--- src/rtl/sparse_mask_walk_scheduler_if.sv ---
// Bitmask-in / beat-out handshake bundle for sparse_mask_walk_scheduler.
// slave = scheduler side, master = producer/consumer side.
interface sparse_mask_walk_scheduler_if #(
  parameter int MASK_WIDTH = 8,
  parameter int IDX_WIDTH  = 4,
  parameter int TAG_WIDTH  = 8
);
  logic                  in_valid;
  logic                  in_ready;
  logic [MASK_WIDTH-1:0] in_mask;
  logic [TAG_WIDTH-1:0]  in_tag;
  logic                  out_valid;
  logic                  out_ready;
  logic [IDX_WIDTH-1:0]  out_index;
  logic [IDX_WIDTH-1:0]  out_zero_run;
  logic [TAG_WIDTH-1:0]  out_tag;
  logic                  out_last;
  logic                  out_empty;

  modport slave (
    input  in_valid, in_mask, in_tag, out_ready,
    output in_ready, out_valid, out_index,
    output out_zero_run, out_tag, out_last,
    output out_empty
  );

  modport master (
    output in_valid, in_mask, in_tag, out_ready,
    input  in_ready, out_valid, out_index,
    input  out_zero_run, out_tag, out_last,
    input  out_empty
  );
endinterface

--- src/rtl/sparse_mask_walk_scheduler.sv ---
// Walks a sparse-weight bitmask LSB first, one beat per set bit.
// SPARSE_MASK_WALK_B2B_EN: accept next mask alongside the final beat.
module sparse_mask_walk_scheduler #(
  parameter int MASK_WIDTH = 8,
  parameter int IDX_WIDTH  = 4,
  parameter int TAG_WIDTH  = 8
) (
  input  logic i_clock,
  input  logic i_reset,
  sparse_mask_walk_scheduler_if.slave bus,
  output logic o_busy
);
  typedef enum logic {
    S_IDLE,
    S_WALK
  } state_t;

  state_t                r_state;
  logic [MASK_WIDTH-1:0] r_rem_mask;
  logic [IDX_WIDTH-1:0]  r_prev_pos;
  logic                  r_out_valid;
  logic [IDX_WIDTH-1:0]  r_out_index;
  logic [IDX_WIDTH-1:0]  r_out_zero_run;
  logic [TAG_WIDTH-1:0]  r_out_tag;
  logic                  r_out_last;
  logic                  r_out_empty;

  logic                  w_in_ready;
  logic                  w_accept;
  logic                  w_fire;
  logic                  w_load;
  logic [MASK_WIDTH-1:0] w_enc_mask;
  logic [MASK_WIDTH-1:0] w_clr_mask;
  logic [IDX_WIDTH-1:0]  w_enc_prev;
  logic [IDX_WIDTH-1:0]  w_p;
  logic [IDX_WIDTH-1:0]  w_run;
  logic                  w_found;
  logic                  w_last;

  assign w_fire = r_out_valid & bus.out_ready;

`ifdef SPARSE_MASK_WALK_B2B_EN
  assign w_in_ready = (r_state == S_IDLE) |
                      ((r_state == S_WALK) & w_fire & r_out_last);
`else
  assign w_in_ready = (r_state == S_IDLE);
`endif

  assign w_accept = bus.in_valid & w_in_ready;
  assign w_load   = w_accept | (w_fire & ~r_out_last);

  // rem_mask and prev_pos already describe the state after the shown beat
  always_comb begin
    w_enc_mask = w_accept ? bus.in_mask : r_rem_mask;
    w_enc_prev = w_accept ? '0 : r_prev_pos;
    w_clr_mask = w_enc_mask;
    w_p        = IDX_WIDTH'(MASK_WIDTH);
    w_found    = 1'b0;
    w_last     = 1'b1;
    for (int i = 0; i < MASK_WIDTH; i++) begin
      if (w_enc_mask[i]) begin
        if (!w_found) begin
          w_p           = IDX_WIDTH'(i);
          w_clr_mask[i] = 1'b0;
        end else begin
          w_last = 1'b0;
        end
        w_found = 1'b1;
      end
    end
  end

  assign w_run = w_p - w_enc_prev;

  always_ff @(posedge i_clock) begin
    if (i_reset) begin
      r_state        <= S_IDLE;
      r_rem_mask     <= '0;
      r_prev_pos     <= '0;
      r_out_valid    <= 1'b0;
      r_out_index    <= '0;
      r_out_zero_run <= '0;
      r_out_tag      <= '0;
      r_out_last     <= 1'b0;
      r_out_empty    <= 1'b0;
    end else begin
      if (w_load) begin
        r_out_valid    <= 1'b1;
        r_out_index    <= w_p;
        r_out_zero_run <= w_run;
        r_out_last     <= w_last;
        r_out_empty    <= ~w_found;
        r_rem_mask     <= w_clr_mask;
        r_prev_pos     <= w_p + IDX_WIDTH'(1);
      end
      if (w_accept) begin
        r_out_tag <= bus.in_tag;
        r_state   <= S_WALK;
      end else if (w_fire && r_out_last) begin
        r_out_valid <= 1'b0;
        r_state     <= S_IDLE;
      end
    end
  end

  assign bus.in_ready     = w_in_ready;
  assign bus.out_valid    = r_out_valid;
  assign bus.out_index    = r_out_index;
  assign bus.out_zero_run = r_out_zero_run;
  assign bus.out_tag      = r_out_tag;
  assign bus.out_last     = r_out_last;
  assign bus.out_empty    = r_out_empty;
  assign o_busy           = (r_state != S_IDLE);
endmodule

--- src/flat_wrapper.sv ---
// flat-port wrapper written by rule: the top's interface ports become plain ports
module sparse_mask_walk_scheduler_flat 
#(
  parameter int MASK_WIDTH = 8,
  parameter int IDX_WIDTH  = 4,
  parameter int TAG_WIDTH  = 8
)
  (i_clock, i_reset, o_busy, bus_in_valid, bus_in_mask, bus_in_tag, bus_out_ready, bus_in_ready, bus_out_valid, bus_out_index, bus_out_zero_run, bus_out_tag, bus_out_last, bus_out_empty);
  sparse_mask_walk_scheduler_if #(.MASK_WIDTH(MASK_WIDTH), .IDX_WIDTH(IDX_WIDTH), .TAG_WIDTH(TAG_WIDTH)) bus_i ();
  input  logic i_clock;
  input  logic i_reset;
  output logic o_busy;
  input wire logic [$bits(bus_i.in_valid)-1:0] bus_in_valid;
  input wire logic [$bits(bus_i.in_mask)-1:0] bus_in_mask;
  input wire logic [$bits(bus_i.in_tag)-1:0] bus_in_tag;
  input wire logic [$bits(bus_i.out_ready)-1:0] bus_out_ready;
  output wire logic [$bits(bus_i.in_ready)-1:0] bus_in_ready;
  output wire logic [$bits(bus_i.out_valid)-1:0] bus_out_valid;
  output wire logic [$bits(bus_i.out_index)-1:0] bus_out_index;
  output wire logic [$bits(bus_i.out_zero_run)-1:0] bus_out_zero_run;
  output wire logic [$bits(bus_i.out_tag)-1:0] bus_out_tag;
  output wire logic [$bits(bus_i.out_last)-1:0] bus_out_last;
  output wire logic [$bits(bus_i.out_empty)-1:0] bus_out_empty;
  assign bus_i.in_valid = bus_in_valid;
  assign bus_i.in_mask = bus_in_mask;
  assign bus_i.in_tag = bus_in_tag;
  assign bus_i.out_ready = bus_out_ready;
  assign bus_in_ready = bus_i.in_ready;
  assign bus_out_valid = bus_i.out_valid;
  assign bus_out_index = bus_i.out_index;
  assign bus_out_zero_run = bus_i.out_zero_run;
  assign bus_out_tag = bus_i.out_tag;
  assign bus_out_last = bus_i.out_last;
  assign bus_out_empty = bus_i.out_empty;
  sparse_mask_walk_scheduler #(.MASK_WIDTH(MASK_WIDTH), .IDX_WIDTH(IDX_WIDTH), .TAG_WIDTH(TAG_WIDTH)) u_core (.i_clock(i_clock), .i_reset(i_reset), .bus(bus_i), .o_busy(o_busy));
endmodule
--- config.mk ---
export PLATFORM = sky130hd
export DESIGN_NAME = sparse_mask_walk_scheduler_flat
export DESIGN_NICKNAME = d
export VERILOG_FILES = /design/src/rtl/sparse_mask_walk_scheduler_if.sv /design/src/rtl/sparse_mask_walk_scheduler.sv /design/src/flat_wrapper.sv
export SDC_FILE = /design/constraint.sdc
export NUM_CORES = 1
export LEC_CHECK = 0
export ABC_AREA = 1
export CORE_UTILIZATION = 44
export DETAILED_ROUTE_END_ITERATION = 12
export PLACE_DENSITY_LB_ADDON = 0.3
export SKIP_CTS_REPAIR_TIMING = 1
export SLEW_MARGIN = 20
export SYNTH_ARGS = -nofsm -noshare
export SYNTH_HDL_FRONTEND = slang
export SYNTH_SLANG_ARGS = --single-unit
--- constraint.sdc ---
create_clock -name i_clock -period 2.03 [get_ports i_clock]
set_input_delay 0.203 -clock i_clock [delete_from_list [all_inputs] [get_ports i_clock]]
set_output_delay 0.203 -clock i_clock [all_outputs]
set_load 0.02 [all_outputs]
# == After elaboration in Yosys (flattened, before gate mapping) ==
# Index checks and enable logic that the tools add are counted.
# word_totals
regBits,31
input_bits,20
output_inout_bits,21
elab_cells,78
# classes
n_addsub,2
muxes,58
n_bitwise,7
reduce_logical,2
# ops
operator,n
2-to-1 mux 4 bit,16
2-to-1 mux 1 bit,41
2-to-1 mux 8 bit,1
"adder 4 x 1 -> 4 bit, second input constant",1
subtractor 4 bit,1
bitwise AND 1 bit,3
inverter 1 bit,3
nonzero test 2 bit,1
logical AND 1 bit,1
OR 1 bit,1

# == Depth between registers and ports, before layout ==
# Gate-level depths: netlist of the first run.
# depth
word_depth,19
ltp_mapped,19
depth_no_buf,19

# == Worst setup path before layout of the first run ==
# Ideal clock, no wire load.
# synth_path
kind,register to register
from,register u_core.r_state (netlist: u_core.o_busy)
to,register u_core.r_out_zero_run[2] (netlist: u_core.bus.out_zero_run[2])
setup_ns,0.070
t_arrival_ns,2.271
required_ns,1.960
path_slack_ns,-0.310
path_stages_with_launch,16
path_buffers,0
synth_period_minus_slack_ns,2.340
cell_sequence,dfxtp_1 > inv_2 > nand3_1 > nand3_4 > nor2_8 > nand2_4 > nor2_4 > nand2_1 > o21ai_2 > inv_1 > ha_1 > inv_1 > ha_1 > a21oi_1 > xor2_1 > a21oi_1
# synth_via
elab_chain_len,19
elab_cells_between_ends,27
cone_classes,1 x add/sub; 23 x mux; 3 x bitwise
# synth_rtl
item,line,rtl
from (decl),sparse_mask_walk_scheduler.sv:18,state_t r_state;
from (signal assigned),sparse_mask_walk_scheduler.sv:77,r_state <= S_IDLE;
from (signal assigned),sparse_mask_walk_scheduler.sv:98,r_state <= S_WALK;
from (signal assigned),sparse_mask_walk_scheduler.sv:101,r_state <= S_IDLE;
inverter 1 bit *,sparse_mask_walk_scheduler.sv:46,assign w_in_ready = (r_state == S_IDLE);
net bus_in_ready,flat_wrapper.sv:17,output wire logic [$bits(bus_i.in_ready)-1:0] bus_in_ready;
bitwise AND 1 bit *,sparse_mask_walk_scheduler.sv:49,assign w_accept = bus.in_valid & w_in_ready;
2-to-1 mux 8 bit,sparse_mask_walk_scheduler.sv:54,w_enc_mask = w_accept ? bus.in_mask : r_rem_mask;
2-to-1 mux 1 bit,sparse_mask_walk_scheduler.sv:61,if (w_enc_mask[i]) begin
2-to-1 mux 4 bit,sparse_mask_walk_scheduler.sv:62,if (!w_found) begin
2-to-1 mux 4 bit,sparse_mask_walk_scheduler.sv:61,
2-to-1 mux 4 bit,sparse_mask_walk_scheduler.sv:62,
[4 not listed],--,
2-to-1 mux 4 bit,sparse_mask_walk_scheduler.sv:61,
2-to-1 mux 4 bit,sparse_mask_walk_scheduler.sv:62,
2-to-1 mux 4 bit,sparse_mask_walk_scheduler.sv:61,
2-to-1 mux 4 bit,sparse_mask_walk_scheduler.sv:62,
2-to-1 mux 4 bit,sparse_mask_walk_scheduler.sv:61,
2-to-1 mux 4 bit,sparse_mask_walk_scheduler.sv:62,
2-to-1 mux 4 bit,sparse_mask_walk_scheduler.sv:61,
subtractor 4 bit,sparse_mask_walk_scheduler.sv:73,assign w_run = w_p - w_enc_prev;
to (signal assigned),sparse_mask_walk_scheduler.sv:90,r_out_zero_run <= w_run;
to (decl),sparse_mask_walk_scheduler.sv:23,logic [IDX_WIDTH-1:0] r_out_zero_run;
# The timed path passes the listed nets; every way through them passes the cells marked *.
# A chain may end at the register's enable or synchronous reset.

# == Final worst setup path of the first run ==
# layout_path
from,register u_core.r_state (netlist: u_core.o_busy)
to,register u_core.r_out_zero_run[2] (netlist: u_core.bus.out_zero_run[2])
# layout_via
elab_chain_len,19
elab_cells_between_ends,27
cone_classes,1 x add/sub; 23 x mux; 3 x bitwise
# layout_rtl
item,line
inverter 1 bit *,sparse_mask_walk_scheduler.sv:46
bitwise AND 1 bit *,sparse_mask_walk_scheduler.sv:49
2-to-1 mux 8 bit,sparse_mask_walk_scheduler.sv:54
2-to-1 mux 1 bit,sparse_mask_walk_scheduler.sv:61
2-to-1 mux 4 bit,sparse_mask_walk_scheduler.sv:62
2-to-1 mux 4 bit,sparse_mask_walk_scheduler.sv:61
2-to-1 mux 4 bit,sparse_mask_walk_scheduler.sv:62
2-to-1 mux 4 bit,sparse_mask_walk_scheduler.sv:61
[3 not listed],--
2-to-1 mux 4 bit,sparse_mask_walk_scheduler.sv:61
2-to-1 mux 4 bit,sparse_mask_walk_scheduler.sv:62
2-to-1 mux 4 bit,sparse_mask_walk_scheduler.sv:61
2-to-1 mux 4 bit,sparse_mask_walk_scheduler.sv:62
2-to-1 mux 4 bit,sparse_mask_walk_scheduler.sv:61
2-to-1 mux 4 bit,sparse_mask_walk_scheduler.sv:62
2-to-1 mux 4 bit,sparse_mask_walk_scheduler.sv:61
subtractor 4 bit,sparse_mask_walk_scheduler.sv:73
# Mark *: on every way between the ends. The rest lies on a longest branch, timed or not.

==> results of run 1 <==
[state kept, by name, indices dropped and copies added, names as in the netlist]
register	count
u_core.bus.out_empty	1
u_core.bus.out_valid	1
u_core.bus.out_index	3
u_core.bus.out_last	1
u_core.r_prev_pos	4
u_core.bus.out_zero_run	4
u_core.bus.out_tag	8
u_core.o_busy	1
u_core.r_rem_mask	7
[cells in the final DEF, fill, tap and decap left out, types with 2 or more instances in the layout]
cell	n
a21oi_2	3
nand3_2	4
nand4_1	2
buf_4	32
nand2_1	30
a21oi_1	18
o21ai_0	16
clkdlybuf4s50_1	39
nor2_2	2
inv_1	20
buf_6	4
o21ai_1	8
nor2_1	26
dfxtp_1	29
o211ai_1	2
nand2_2	17
nand3_1	13
bufinv_16	2
clkbuf_4	5
o21ai_2	2
inv_2	7
nor2_4	2
nand2_4	4
[layer usage]
| layer | global-route usage | routed length [um] | part of all wire | up-vias |
|---|---|---|---|---|
| li1 | - | - | - | 885 |
| met1 | 0.259 | 1770 | 0.43 | 785 |
| met2 | 0.396 | 2120 | 0.51 | 45 |
| met3 | 0.0404 | 144 | 0.035 | 13 |
| met4 | 0.128 | 125 | 0.030 | 0 |
| met5 | 0 | 0 | 0 | - |
[synth_stat cells]
| library cell | n |
|---|---|
| inv_2 | 6 |
| nor2_4 | 2 |
| nand3_1 | 15 |
| nand2_2 | 13 |
| clkbuf_1 | 4 |
| o21ai_2 | 2 |
| clkinv_1 | 1 |
| ha_1 | 2 |
| xor2_1 | 1 |
| nor2_1 | 26 |
| o31ai_1 | 1 |
| buf_4 | 1 |
| a21oi_1 | 21 |
| o21ai_0 | 17 |
| o21ai_1 | 7 |
| nand2_4 | 3 |
| o211ai_1 | 2 |
| a211oi_1 | 1 |
| nand3_4 | 1 |
| nand3_2 | 2 |
| buf_2 | 3 |
| inv_1 | 22 |
| nand2_1 | 36 |
| nor3_1 | 1 |
| nand3b_1 | 1 |
| nor2_8 | 1 |
| dfxtp_1 | 30 |
| nor2_2 | 2 |
| nand4_1 | 2 |
[path summary, 6_finish.rpt]
kind	start	endpoint	cells past startpoint
max	u_core.o_busy	u_core.bus.out_zero_run[2]	17
min	bus_in_tag[4]	u_core.bus.out_tag[4]	3
min reg2reg	u_core.bus.out_tag[3]	u_core.bus.out_tag[3]	2
max reg2reg	u_core.o_busy	u_core.bus.out_zero_run[2]	17
[power by group through the flow]
stage	sequential [mW]	combinational, mW	clock (mW)
floorplan	0.748	0.359	0
global placement	0.699	0.693	0
detailed placement	0.700	0.713	0
CTS	0.687	0.720	0.653
global route	0.695	0.842	0.683
finish	0.686	0.769	0.647
[kinds of logic after synthesis]
| group | Yosys count |
|---|---|
| xor gates and xnor gates | 1 |
| DFF | 30 |
| adders and majority gates | 2 |
| buffers and inverters | 37 |
| and+or+nand+nor | 105 |
| AOI/OAI and AO/OA | 51 |
[worst min-delay path, delay by kind of cell]
family | cells | cell delay [ns]
compound gates | 1 | 0.07
buf+inv | 1 | 0.44
simple gates | 1 | 0.07
[metrics by stage]
step	setup TNS, ns	utilization	total power [mW]	area (um^2)
2_1_floorplan	-0.0157	-	1.11	1640
3_3_place_gp	-1.42	0.679	1.39	2320
3_5_place_dp	-1.75	0.679	1.41	2320
4_1_cts	-0.158	0.712	2.06	2430
5_1_grt	-0.299	0.738	2.22	2520
6_report	0	0.738	2.10	2520
[final cells by class]
| class | count | area [um^2] | share of cell area |
|---|---|---|---|
| timing repair buffer | 77 | 708 | 0.281 |
| multi-input combinational | 159 | 922 | 0.366 |
| clock inverter | 2 | 60.1 | 0.0238 |
| inverter | 29 | 116 | 0.0462 |
| sequential | 30 | 604 | 0.240 |
| tap | 46 | 57.6 | 0.0228 |
| clock buffer | 6 | 51.3 | 0.0204 |
==> impl_metrics.yaml, run 1 <==
critical_path:
  cp_num_buf_inv: 5
  crit_type: "reg -> reg"
  critPathTopFamily: "buffers and inverters"
  cp-end-kind: "register"
  rrSetupSlack_ns: 0.02
  start_kind: "register"
  required_ns: 2.31
  max_stage_delay_ns: 0.38
  arrival_ns: 2.30
  crit_chain: "inv_8 > nand2_8 > buf_4 > nand2_2 > nand2_4 > inv_2 > nand2_4 > nor2_4 > nand2_2 > o21ai_2 > inv_1 > ha_2 > inv_2 > ha_4 > a21oi_2 > xor2_1 > a21oi_1"
  critical-path-slowest-cell: "dfxtp_4"
  worst-path-max-fanout: 6
cts:
  cts_inserted_buffers: 5
  cts_sinks: 30
  cts_buffer_depth: 2
  cts_root_buf: "clkbuf_4"
  clkLatencyLatePin_ns: 0.34
  cts_tree: "done"
  clk_pin_slew_ns: 0.10
  htreeDepth: 2
cells_and_area:
  antenna_cells: 0
  final_cell_count_no_fill: 349
  areaGrowthSynthToFinish_pct: 58.1
  fillers: 267
  num-nets-final: 324
  drive_above_1_share: 0.310
route:
  vias_per_cell: 4.95
  wl_per_cell_um: 11.9
  drc_errors: 0
  routed_wl_um: 4160
  drt_iter0_drc: 87
  postRouteAntennaNets: 0
  dr_total_vias: 1728
  first_pass_iters: 7
timing:
  finalClockSkew_ns: 0.00567
  holdWs_ns: 0.483
  relSlewSlack: 0.612
  fin_ws_ns: 0.0163
  period_share: 0.992
  report.final.slew_viol_count: 0
  min_period_ns: 2.01
  tightest_slew_ns: 0.582
  finalSetupViolCount: 0
  fmaxAchievable_mhz: 497
  finalHoldViolCount: 0
  rsz0062_at_grt: "true"
logic_synthesis:
  synth-adder-area-share: 0.0157
  syn-num-nets: 248
  synth_area_leaders: "dfxtp_1 (38%), nand2_1 (8.5%), a21oi_1 (6.6%)"
  synth-seq-area-share: 0.377
  yosys.area_share.simple: 0.339
  synth_compound_area_frac: 0.171
  synth_seq_cells: 30
  syn_inst: 226
  synth_area_leader_cell: "dfxtp_1"
  syn-cell-area_um2: 1590
  synth_top_area_share: 0.377
  synth_top_family_by_area: "simple AND/OR/NAND/NOR gates"
  synth_mux_area_frac: 0
  synth_xor_area_frac: 0.00549
  synth.distinct_cells: 29
  synth.avg_cell_area_um2: 7.05
  yosysWarnings: 0
hold_path:
  hold_path.class: "in -> reg"
floorplanning:
  rows: 21
  coreArea_um2: 3420
  initial_utilization: 0.467
  die_h_um: 62.2
  die_x_um: 62.2
  ioPinCount: 41
  die-area_um2: 3870
global_route:
  grt_pass1_wl_um: 6910
  grt-ovfl-total: 0
  globalRouteTotalUtil: 0.227
  grt_pass1_vias: 1627
  grt_antenna_before_repair: 0
  grt_max_degree: 23
place:
  dpl.cell_count: 337
  portBuffers: 40
  gp_congestion: 0.889
  place_hpwl_um: 2970
  dpl_worst_slack_ns: -0.454
pwr:
  seqPwrFrac: 0.326
  internal_power_mw: 1.44
  swShare: 0.317
  irDropWorstVdd_mv: 0.415
  comb_power_share: 0.366
  switching_power_mw: 0.667
  p_leak_nw: 1.14
  powerDensity_nw_per_um2: 834
  clock_power_share: 0.308
status:
  outcome: "completed"
run:
  cap_violations: 0
(Power assumes the default switching activity.)
==> run 2: changes to the inputs <==
==> constraint.sdc (replaced) <==
create_clock -name i_clock -period 2.03 [get_ports i_clock]
set_input_delay 0.3045 -clock i_clock [delete_from_list [all_inputs] [get_ports i_clock]]
set_output_delay 0.3045 -clock i_clock [all_outputs]
set_load 0.02 [all_outputs]
==> run 2 against run 1 <==
Net effect: the flow now finishes with violations (setup timing); first-iteration DRC count shrank 4.6%; power rose by 1.3%; worst hold slack hardly changed; non-clock buffer count increased by 8; fmax down 1.2%; sequential share of layout area fell by 0.77 points; cell count up 2.3%; register-to-register slack worse by 0.03 ns; count of clock-buffer cells in the layout is the same.
==> impl_metrics.yaml, run 2 (synthesis gave the netlist of run 1 again) <==
status:
  outcome: "finished with violations"
  violations: "setup timing"
cts:
  cts_buffer_depth: 2
  clk_pin_slew_ns: 0.11
  cts_sinks: 30
  htreeDepth: 2
  cts_root_buf: "clkbuf_4"
  clkLatencyLatePin_ns: 0.33
  cts_inserted_buffers: 5
  cts_tree: "done"
route:
  drc_errors: 0
  wirelength_met1_um: 1860
  met2_length_um: 2240
  routed_wl_um: 4320
  postRouteAntennaNets: 0
  first_pass_iters: 4
  route.met3.wl_um: 141
  vias_per_cell: 4.89
  wl_per_cell_um: 12.1
  maxUsedRoutingLayer: "met4"
  dr_total_vias: 1747
  drt_iter0_drc: 83
cells_and_area:
  final_common_cell: "buf_4"
  num-nets-final: 332
  largest_register_ffs: 8
  antenna_cells: 0
  final_cell_count_no_fill: 357
  drive_above_1_share: 0.338
  stdcell_area_um2: 2600
  final_cell_mix: "buf_4 (41), clkdlybuf4s50_1 (39), nand2_1 (29), dfxtp_1 (29), nor2_1 (24)"
  postLayoutCoreUtil: 0.762
  areaGrowthSynthToFinish_pct: 63.3
floorplanning:
  coreArea_um2: 3420
  rows: 21
  ioPinCount: 41
  die-area_um2: 3870
  die_h_um: 62.2
  die_x_um: 62.2
  initial_utilization: 0.467
global_route:
  globalRouteTotalUtil: 0.236
  grt_pass1_wl_um: 7300
  grt_max_degree: 17
  grt_pass1_vias: 1761
  grt_antenna_before_repair: 0
  grt-ovfl-total: 0
hold_path:
  hold_path.class: "reg -> reg"
critical_path:
  rrSetupSlack_ns: -0.009
  crit_chain: "buf_4 > nor2_4 > buf_12 > buf_4 > nand2_1 > nand2_2 > inv_2 > nand2_2 > o21ai_2 > inv_1 > ha_2 > inv_4 > ha_4 > a21oi_2 > xor2_1 > a21oi_1"
  arrival_ns: 2.28
  start_kind: "register"
  required_ns: 2.27
  cp_num_buf_inv: 6
  cp-end-kind: "register"
  critical-path-slowest-cell: "dfxtp_4"
  max_stage_delay_ns: 0.38
  worst-path-max-fanout: 4
  crit_type: "reg -> reg"
  critPathTopFamily: "buffers and inverters"
timing:
  finalClockSkew_ns: 0.0158
  relSlewSlack: 0.825
  tightest_slew_ns: 0.259
  min_period_ns: 2.04
  report.final.slew_viol_count: 0
  rsz0062_at_grt: "true"
  fmaxAchievable_mhz: 490
  finalSetupViolCount: 1
  fin_ws_ns: -0.00896
  period_share: 1.00
  tns_ns: -0.00896
  finalHoldViolCount: 0
pwr:
  powerDensity_nw_per_um2: 818
  p_leak_nw: 1.19
  irDropWorstVdd_mv: 0.503
  p_total_mw: 2.13
run:
  cap_violations: 0
place:
  dpl_cell_area_um2: 2360
  place_hpwl_um: 3060
  gp_congestion: 0.968
  dpl.cell_count: 343
  portBuffers: 40
## run 2: cell types whose count changed in the layout (fill, tap and decap cells not counted), moves of 2 or more
cell | before | now
buf_4 | 32 | 41
buf_6 | 4 | 2
nand3_1 | 13 | 11
nand3_2 | 4 | 6
nor2_1 | 26 | 24
nor2_2 | 2 | 4
## run 2: final timing paths
check	from	end	cells past startpoint
max	u_core.o_busy	u_core.bus.out_zero_run[2]	16
min	u_core.bus.out_zero_run[1]	u_core.bus.out_zero_run[1]	2
max reg2reg	u_core.o_busy	u_core.bus.out_zero_run[2]	16
min reg2reg	u_core.bus.out_zero_run[1]	u_core.bus.out_zero_run[1]	2
## run 2: worst min-delay path, stage by stage (launching register included)
cell,delay (ns)
dfxtp_1,0.33
nand2_1,0.06
a21oi_1,0.05
## run 2: layout make-up
cell class / instances / area [um^2]
fillers: 261 / 812
well taps: 46 / 57.6
repair buffers: 85 / 773
flip-flops and latches: 30 / 604
inverters: 29 / 119
clock inverters: 2 / 60.1
multi-input cells: 159 / 938
clock buffers: 6 / 51.3
## run 2: power breakdown
group / internal (mW) / total [mW] / switching [mW]
combinational: 0.387 / 0.805 / 0.418
sequential: 0.653 / 0.687 / 0.0342
clock: 0.417 / 0.637 / 0.220
total: 1.46 / 2.13 / 0.672
## run 2: per-stage QoR
step                      setup slack, ns  hold slack (ns)
after floorplan                   -0.0157            0.445
after global placement             -0.525            0.454
after detailed placement           -0.576            0.470
after CTS                          -0.217            0.486
after global routing               -0.177            0.511
final                            -0.00896            0.483
## run 2: metal layers
| metal | up-vias | global-route usage |
|---|---|---|
| li1 | 901 | - |
| met1 | 799 | 0.254 |
| met2 | 36 | 0.453 |
| met3 | 11 | 0.0441 |
| met4 | 0 | 0.0785 |
| met5 | - | 0 |
==> run 3: changes to the inputs <==
--- a/config.mk
+++ b/config.mk
@@ -8,6 +8,7 @@
 export ABC_AREA = 1
 export CORE_UTILIZATION = 44
 export DETAILED_ROUTE_END_ITERATION = 12
+export GPL_ROUTABILITY_DRIVEN = 0
 export PLACE_DENSITY_LB_ADDON = 0.3
 export SKIP_CTS_REPAIR_TIMING = 1
 export SLEW_MARGIN = 20
==> run 3 against run 2 <==
Net effect: sequential cell count unchanged; fmax down 1.9%; combinational power down 2%; sequential share of layout area up 0.25 points; sequential power about the same; die area unchanged; worst hold slack worse by 0.0092 ns; utilization down 0.81 points; count of clock-buffer cells in the layout unchanged; the flow still finishes with violations (setup timing); non-clock buffer count up 1.
==> impl_metrics.yaml, run 3 (synthesis gave the netlist of run 1 again) <==
pwr:
  p_leak_nw: 1.18
  clock_power_share: 0.301
  switching_power_mw: 0.661
  comb_power_share: 0.374
  powerDensity_nw_per_um2: 821
  seqPwrFrac: 0.326
  internal_power_mw: 1.45
  swShare: 0.313
  p_total_mw: 2.11
  irDropWorstVdd_mv: 0.528
critical_path:
  arrival_ns: 2.35
  critical-path-slowest-cell: "dfxtp_4"
  crit_path_frequent_cell: "nand2_4"
  crit_chain: "inv_8 > nand2_8 > nand2_4 > nand2_2 > nand2_4 > nor2_8 > nand2_4 > nor2_4 > nand2_2 > o21ai_2 > inv_1 > ha_2 > inv_2 > ha_4 > a21oi_2 > xor2_1 > a21oi_1"
  required_ns: 2.30
  crit_type: "reg -> reg"
  worst-path-max-fanout: 6
  max_stage_delay_ns: 0.42
  start_kind: "register"
  cp-end-kind: "register"
hold_path:
  hold_path.class: "reg -> reg"
cells_and_area:
  largest_register_ffs: 8
  drive_above_1_share: 0.330
  final_cell_mix: "buf_4 (44), clkdlybuf4s50_1 (39), nand2_1 (31), dfxtp_1 (29), nor2_1 (26)"
  final_common_cell: "buf_4"
  areaGrowthSynthToFinish_pct: 61.6
  postLayoutCoreUtil: 0.754
  fillers: 260
  antenna_cells: 0
  num-nets-final: 333
timing:
  tightest_slew_ns: 0.345
  report.final.slew_viol_count: 0
  finalSetupViolCount: 2
  finalClockSkew_ns: 0.00358
  min_period_ns: 2.08
  period_share: 1.02
  finalHoldViolCount: 0
  rsz0062_at_grt: "true"
  relSlewSlack: 0.770
  fmaxAchievable_mhz: 481
  fin_ws_ns: -0.0489
floorplanning:
  coreArea_um2: 3420
  initial_utilization: 0.467
  ioPinCount: 41
  rows: 21
  die_x_um: 62.2
  die-area_um2: 3870
  die_h_um: 62.2
route:
  vias_per_cell: 4.90
  drc_errors: 0
  wl_per_cell_um: 11.6
  drt_iter0_drc: 81
  first_pass_iters: 5
  postRouteAntennaNets: 0
  dr_total_vias: 1753
  routed_wl_um: 4150
global_route:
  grt_pass1_vias: 1743
  grt_max_degree: 14
  grt_pass1_wl_um: 7290
  globalRouteTotalUtil: 0.235
  grt_antenna_before_repair: 0
  grt-ovfl-total: 0
cts:
  clk_pin_slew_ns: 0.10
  cts_sinks: 30
  cts_inserted_buffers: 5
  clkLatencyLatePin_ns: 0.34
  cts_root_buf: "clkbuf_4"
  cts_buffer_depth: 2
  htreeDepth: 2
  cts_tree: "done"
run:
  cap_violations: 0
place:
  dpl_worst_slack_ns: -0.584
  portBuffers: 40
  place_hpwl_um: 3120
status:
  violations: "setup timing"
  outcome: "finished with violations"
run 3: worst paths after layout:
path	from	endpoint	slack (ns)	depth (start not counted)
max	u_core.o_busy	u_core.bus.out_zero_run[2]	-0.05	17
min	u_core.r_prev_pos[3]	u_core.r_prev_pos[3]	0.47	2
max reg2reg	u_core.o_busy	u_core.bus.out_zero_run[2]	-0.05	17
min reg2reg	u_core.r_prev_pos[3]	u_core.r_prev_pos[3]	0.47	2
run 3: area by class of cell:
cell class / count / area, um^2 / area share
Clock inverter: 2 / 60.1 / 0.0233
Multi-Input combinational cell: 159 / 931 / 0.361
Timing Repair Buffer: 86 / 756 / 0.293
Clock buffer: 6 / 51.3 / 0.0199
Tap cell: 46 / 57.6 / 0.0223
Sequential cell: 30 / 604 / 0.235
Inverter: 29 / 116 / 0.0452
run 3: per-stage QoR:
step / cell area (um^2) / setup TNS, ns / hold slack, ns / cells
after floorplan: 1640 / -0.0157 / 0.445 / 226
after global placement: 2370 / -3.35 / 0.454 / 346
after detailed placement: 2370 / -4.05 / 0.461 / 346
after CTS: 2490 / -0.443 / 0.475 / 354
after global routing: 2580 / -0.462 / 0.503 / 358
final: 2580 / -0.0843 / 0.474 / 358
run 3: routing by layer:
metal | vias to the layer above | track usage | wire (um) | share of wire
met4 | 0 | 0.102 | 124 | 0.030
met1 | 800 | 0.265 | 1830 | 0.44
met3 | 13 | 0.0551 | 128 | 0.031
met5 | - | 0 | 0 | 0
li1 | 901 | - | - | -
met2 | 39 | 0.419 | 2070 | 0.50
run 3: worst max-delay path, delay by kind of cell (launching register included):
family,cells,cell delay [ns]
and+or+nand+nor,8,0.63
AOI/OAI and AO/OA,3,0.31
buffers and inverters,3,0.20
xor gates and xnor gates,1,0.15
adders and majority gates,2,0.31
DFF,1,0.42
run 3: power by group through the flow:
stage / Combinational, mW / Clock (mW) / Sequential [mW]
after floorplan: 0.359 / 0 / 0.748
after global placement: 0.716 / 0 / 0.700
after detailed placement: 0.732 / 0 / 0.702
after CTS: 0.738 / 0.643 / 0.688
after global routing: 0.869 / 0.672 / 0.696
final: 0.790 / 0.636 / 0.688
==> RTL change 1, RTL diff (config.mk and constraints of run 1) <==
`TAG_WIDTH` is set to 8 in 3 places; all go to 10.
--- a/src/rtl/sparse_mask_walk_scheduler_if.sv
+++ b/src/rtl/sparse_mask_walk_scheduler_if.sv
@@ -5,3 +5,3 @@
   parameter int IDX_WIDTH  = 4,
-  parameter int TAG_WIDTH  = 8
+  parameter int TAG_WIDTH  = 10
 );
--- a/src/rtl/sparse_mask_walk_scheduler.sv
+++ b/src/rtl/sparse_mask_walk_scheduler.sv
@@ -5,3 +5,3 @@
   parameter int IDX_WIDTH  = 4,
-  parameter int TAG_WIDTH  = 8
+  parameter int TAG_WIDTH  = 10
 ) (
--- a/src/flat_wrapper.sv
+++ b/src/flat_wrapper.sv
@@ -5,3 +5,3 @@
   parameter int IDX_WIDTH  = 4,
-  parameter int TAG_WIDTH  = 8
+  parameter int TAG_WIDTH  = 10
 )
Interface: changed (resized bus_in_tag and bus_out_tag); port bits go from 41 to 45. The function was not compared with the original's and may differ.
==> RTL change 1 against run 1 <==
The flow now finishes with violations (setup timing). Synthesized cell count increased by 4.4%. Utilization decreased by 0.60 points. Cell area increased by 7.1%. Fmax decreased by 7.6%. Sequential power increased by 6.6%. Wire length increased by 6.1%. Die area increased by 6.8%. Area after synthesis increased by 7.1%. Final cell count increased by 5.7%. Global-route usage decreased by 1.8 points. Worst setup slack got worse by 170 ps. Total power increased by 2.8%. Sequential cell count increased by 2. Highest routed layer unchanged.
==> RTL change 1: results (changes against run 1) <==
Fraction of area in registers: 23.9% (was 24.0%)
Count of plain and timing-repair buffers: 87 (was 77)
Final setup fails: 2 (was 0)
Vias in the first global route: 1552 (was 1627)
Setup_tns: -271 ps (was 0 ps)
Tap Count: 48 (was 46)
HPWL Detailed: 3.04 mm (was 2.97 mm)
Wl on met1: 2.10 mm (was 1.77 mm)
Cells on worst reg2reg path: 18 (was 17)
Hold_sp: u_core.bus.out_index[2] (was bus_in_tag[4])
Via count: 1772 (was 1728)
Non-clk buf share: 28.7% (was 28.1%)
Synth area leaders: dfxtp_1, nand2_1, nor2_1 (was dfxtp_1, nand2_1, a21oi_1)
Status: finished, violations left (was completed)
Distinct cells, synth: 33 (was 29)
Via density: 4.80 (was 4.95)
Commonest cells post-synth: nand2_1, dfxtp_1, nor2_1 (unchanged)
Met2 usage: 33.9% (was 39.6%)
Met2 WL: 2.01 mm (was 2.12 mm)
Fin Hold WS: 466 ps (was 483 ps)
DRT Wirelength: 4.41 mm (was 4.16 mm)
Clk cell area share: 3.99% (was 4.42%)
Worst hold stages: 2 (was 3)
Layout cells sized above 1: 29.6% (was 31.0%)
Final Skew: 5.73 ps (was 5.67 ps)
Fraction of area in multi-input gates: 36.8% (was 36.6%)
RR Endpoint: u_core.bus.out_zero_run[3] (was u_core.bus.out_zero_run[2])
Mean Syn Cell Area: 7.23 µm² (was 7.05 µm²)
GRT Resource Usage Total: 20.8% (was 22.7%)
Gpl congestion: 0.820 (was 0.889)
Min-delay worst type: flip-flop to flip-flop (was input pin to flip-flop)
I/O Buffers: 44 (was 40)
Fill cells: 293 (was 267)
Worst-Margin Slew: 370 ps (was 582 ps)
Clock-pin slew on the worst setup and hold paths: 70 ps (was 100 ps)
Worst setup margin: -149 ps (was 16.3 ps)
Comb pwr share: 38.0% (was 36.6%)
Worst EP arrival: 2380 ps (was 2300 ps)
Metal3 WL: 232 µm (was 144 µm)
Initial DRT Pass Iterations: 4 (was 7)
Multi-In Gates: 165 (was 159)
Max rail drop VDD: 527 µV (was 415 µV)
Post-Syn Nets: 260 (was 248)
Combinational power: 822 µW (was 769 µW)
Fin nets: 344 (was 324)
Clock Tree Root: clkbuf_8 (was clkbuf_4)
Final core area utilization: 73.2% (was 73.8%)
Met1 Use GR: 26.1% (was 25.9%)
Placed cell count: 354 (was 337)
Sequential share of the synthesized area: 37.5% (was 37.7%)
Cell family with most CP delay: simple AND/OR/NAND/NOR gates (was buffers and inverters)
Psw: 700 µW (was 667 µW)
Sequential share of power: 33.8% (was 32.6%)
Violated checks: setup timing
Static Leak: 1.24 nW (was 1.14 nW)
Pre-CTS setup slack: -542 ps (was -454 ps)
Global Route met3 Usage: 5.00% (was 4.04%)
-- RTL change 1: cell types whose count changed in the layout (fill, tap and decap cells not counted), sizes merged, moves of 2 or more --
cell / change
a21oi: -5
nand2: +3
buf: +6
dfxtp: +2
xnor2: +2
nor2: +4
a31oi: +2
clkdlybuf4s50: +4
-- RTL change 1: cell families (layout without fill, tap and decap cells) --
logic type,count (synthesis),after routing,synth area share (%)
flip-flops,32,32,37.5
XOR/XNOR,2,2,1.03
adder cells (fa/ha/maj),2,2,1.47
AO/OA/AOI/OAI,48,48,15.8
AND/OR/NAND/NOR,113,113,34.5
buffers and inverters,39,124,9.60
-- RTL change 1: worst register-to-register path, cell delays in order (launching register included) --
cell and delay (ps):
dfxtp_4 380, inv_8 80, nand3b_1 100, nand2_2 120
nand2_4 80, nor2_8 140, nand2_4 70, nor2_4 120
nand2_2 90, o21ai_4 170, inv_2 60, ha_4 170
buf_4 140, nor2_4 70, nand3_2 80, nand3_2 70
nand3_1 70, nand2_1 60, inv_1 30
==> RTL change 2, RTL diff (flow settings as in run 1) <==
Made on the original files. Make the reset (`i_reset`) asynchronous in one clocked block.
--- a/src/rtl/sparse_mask_walk_scheduler.sv
+++ b/src/rtl/sparse_mask_walk_scheduler.sv
@@ -74,3 +74,3 @@
 
-  always_ff @(posedge i_clock) begin
+  always_ff @(posedge i_clock or posedge i_reset) begin
     if (i_reset) begin
Behaviour: differs if i_reset is asserted again (counterexample within 4 cycles, from zero or initial values and one cycle with i_reset high); with i_reset held inactive, the same outputs for 10 cycles.
==> RTL change 2 against run 1 <==
The run now ends with setup timing left. Final cell count fell by 0.86%. Worst hold slack got worse by 200 ps. Fmax decreased by 8.3%. Clock skew increased by 5.5 ps. Area after synthesis increased by 3.5%. Cell area grew 5.1%. Worst setup slack worse by 180 ps. Wire length is 3.8% higher. Sequential cell count stayed put.
Power is not compared: it rests on default switching activity, and its combinational part moved more than twofold at a synthesized area within 25%.
==> RTL change 2: results (changes against run 1) <==
Distinct cells, synth: 28 (was 29)
Worst skew pair latency: 290 ps (was 340 ps)
Violated checks: setup timing
Met1 Use GR: 27.4% (was 25.9%)
RR Endpoint: u_core.bus.out_zero_run[3] (was u_core.bus.out_zero_run[2])
1st-iter DRT viols: 63 (was 87)
Final setup fails: 2 (was 0)
Post-Syn Nets: 239 (was 248)
Met2 WL: 2.04 mm (was 2.12 mm)
GRT Resource Usage Total: 22.0% (was 22.7%)
Via density: 4.82 (was 4.95)
Min-delay worst type: input pin to asynchronous set/reset pin (was input pin to flip-flop)
Fraction of area in multi-input gates: 34.2% (was 36.6%)
Met2 usage: 36.4% (was 39.6%)
Synth area leaders: dfrtp_1, nand2_1, inv_1 (was dfxtp_1, nand2_1, a21oi_1)
Status: finished, violations left (was completed)
Cells on worst reg2reg path: 15 (was 17)
Commonest cells post-synth: nand2_1, dfrtp_1, inv_1 (was nand2_1, dfxtp_1, nor2_1)
Worst setup margin: -165 ps (was 16.3 ps)
Clkbuf count: 7 (was 6)
Mean Syn Cell Area: 7.64 µm² (was 7.05 µm²)
Worst EP arrival: 2370 ps (was 2300 ps)
First-pass GRT wire length: 6.78 mm (was 6.91 mm)
HPWL Detailed: 2.76 mm (was 2.97 mm)
Clock Tree Root: clkbuf_8 (was clkbuf_4)
Largest net degree at the start of global routing: 31 (was 23)
Sequential share of the synthesized area: 45.5% (was 37.7%)
Metal3 WL: 213 µm (was 144 µm)
Initial DRT Pass Iterations: 4 (was 7)
Final Skew: 11.1 ps (was 5.67 ps)
Most used flip-flop cell after synthesis: dfrtp_1 (was dfxtp_1)
Worst-Margin Slew: 439 ps (was 582 ps)
Ys async rst share: 100% (was 0%)
DP Area: 0.00232 mm² (about the same)
Placed cell count: 327 (was 337)
Fraction of area in registers: 28.4% (was 24.0%)
Setup_tns: -294 ps (was 0 ps)
Fill cells: 243 (was 267)
Worst setup startpoint: u_core.o_busy (unchanged)
Non-clk buf share: 27.7% (was 28.1%)
Gpl congestion: 0.845 (was 0.889)
Fin Hold WS: 283 ps (was 483 ps)
Fin nets: 322 (was 324)
Placeable Area: 0.00347 mm² (was 0.00342 mm²)
Pre-CTS setup slack: -470 ps (was -454 ps)
Layout cells sized above 1: 32.0% (was 31.0%)
Count of plain and timing-repair buffers: 82 (was 77)
Max FO, Critical Path: 7 (was 6)
Multi-In Gates: 152 (was 159)
Routed WL per cell: 12.5 µm (was 11.9 µm)
Wl on met1: 1.98 mm (was 1.77 mm)
Vias in the first global route: 1529 (was 1627)
Clk cell area share: 3.45% (was 4.42%)
-- RTL change 2: changes by cell type in the layout (fill, tap and decap cells not counted), moves of 3 or more --
cell      before  now
nor2_1        26   10
clkbuf_4       5    0
o21ai_0       16   13
dfxtp_1       29    0
clkbuf_8       1    6
buf_4         32   38
o21ai_2        2    5
nand2_1       30   71
o21ai_1        8    1
dfrtp_1        0   29
nand2_2       17    8
a21oi_1       18    1
-- RTL change 2: worst max-delay path: stages (launching register included) --
cell,delay (ps)
dfrtp_2,420
clkinv_4,120
nand2_8,80
buf_6,150
o21ai_4,160
nand2_2,80
nor3b_2,240
nor2_2,70
ha_1,310
inv_2,50
nor2_2,110
nand3_2,90
nand2_1,60
nand2_1,40
nand3_1,60
nand2_1,50
-- RTL change 2: cells by family after synthesis --
kind of cell / share of synthesized area, %
and+or+nand+nor: 32.0
buffers and inverters: 8.87
adders and majority gates: 2.27
AOI/OAI and AO/OA: 11.4
DFF: 45.5
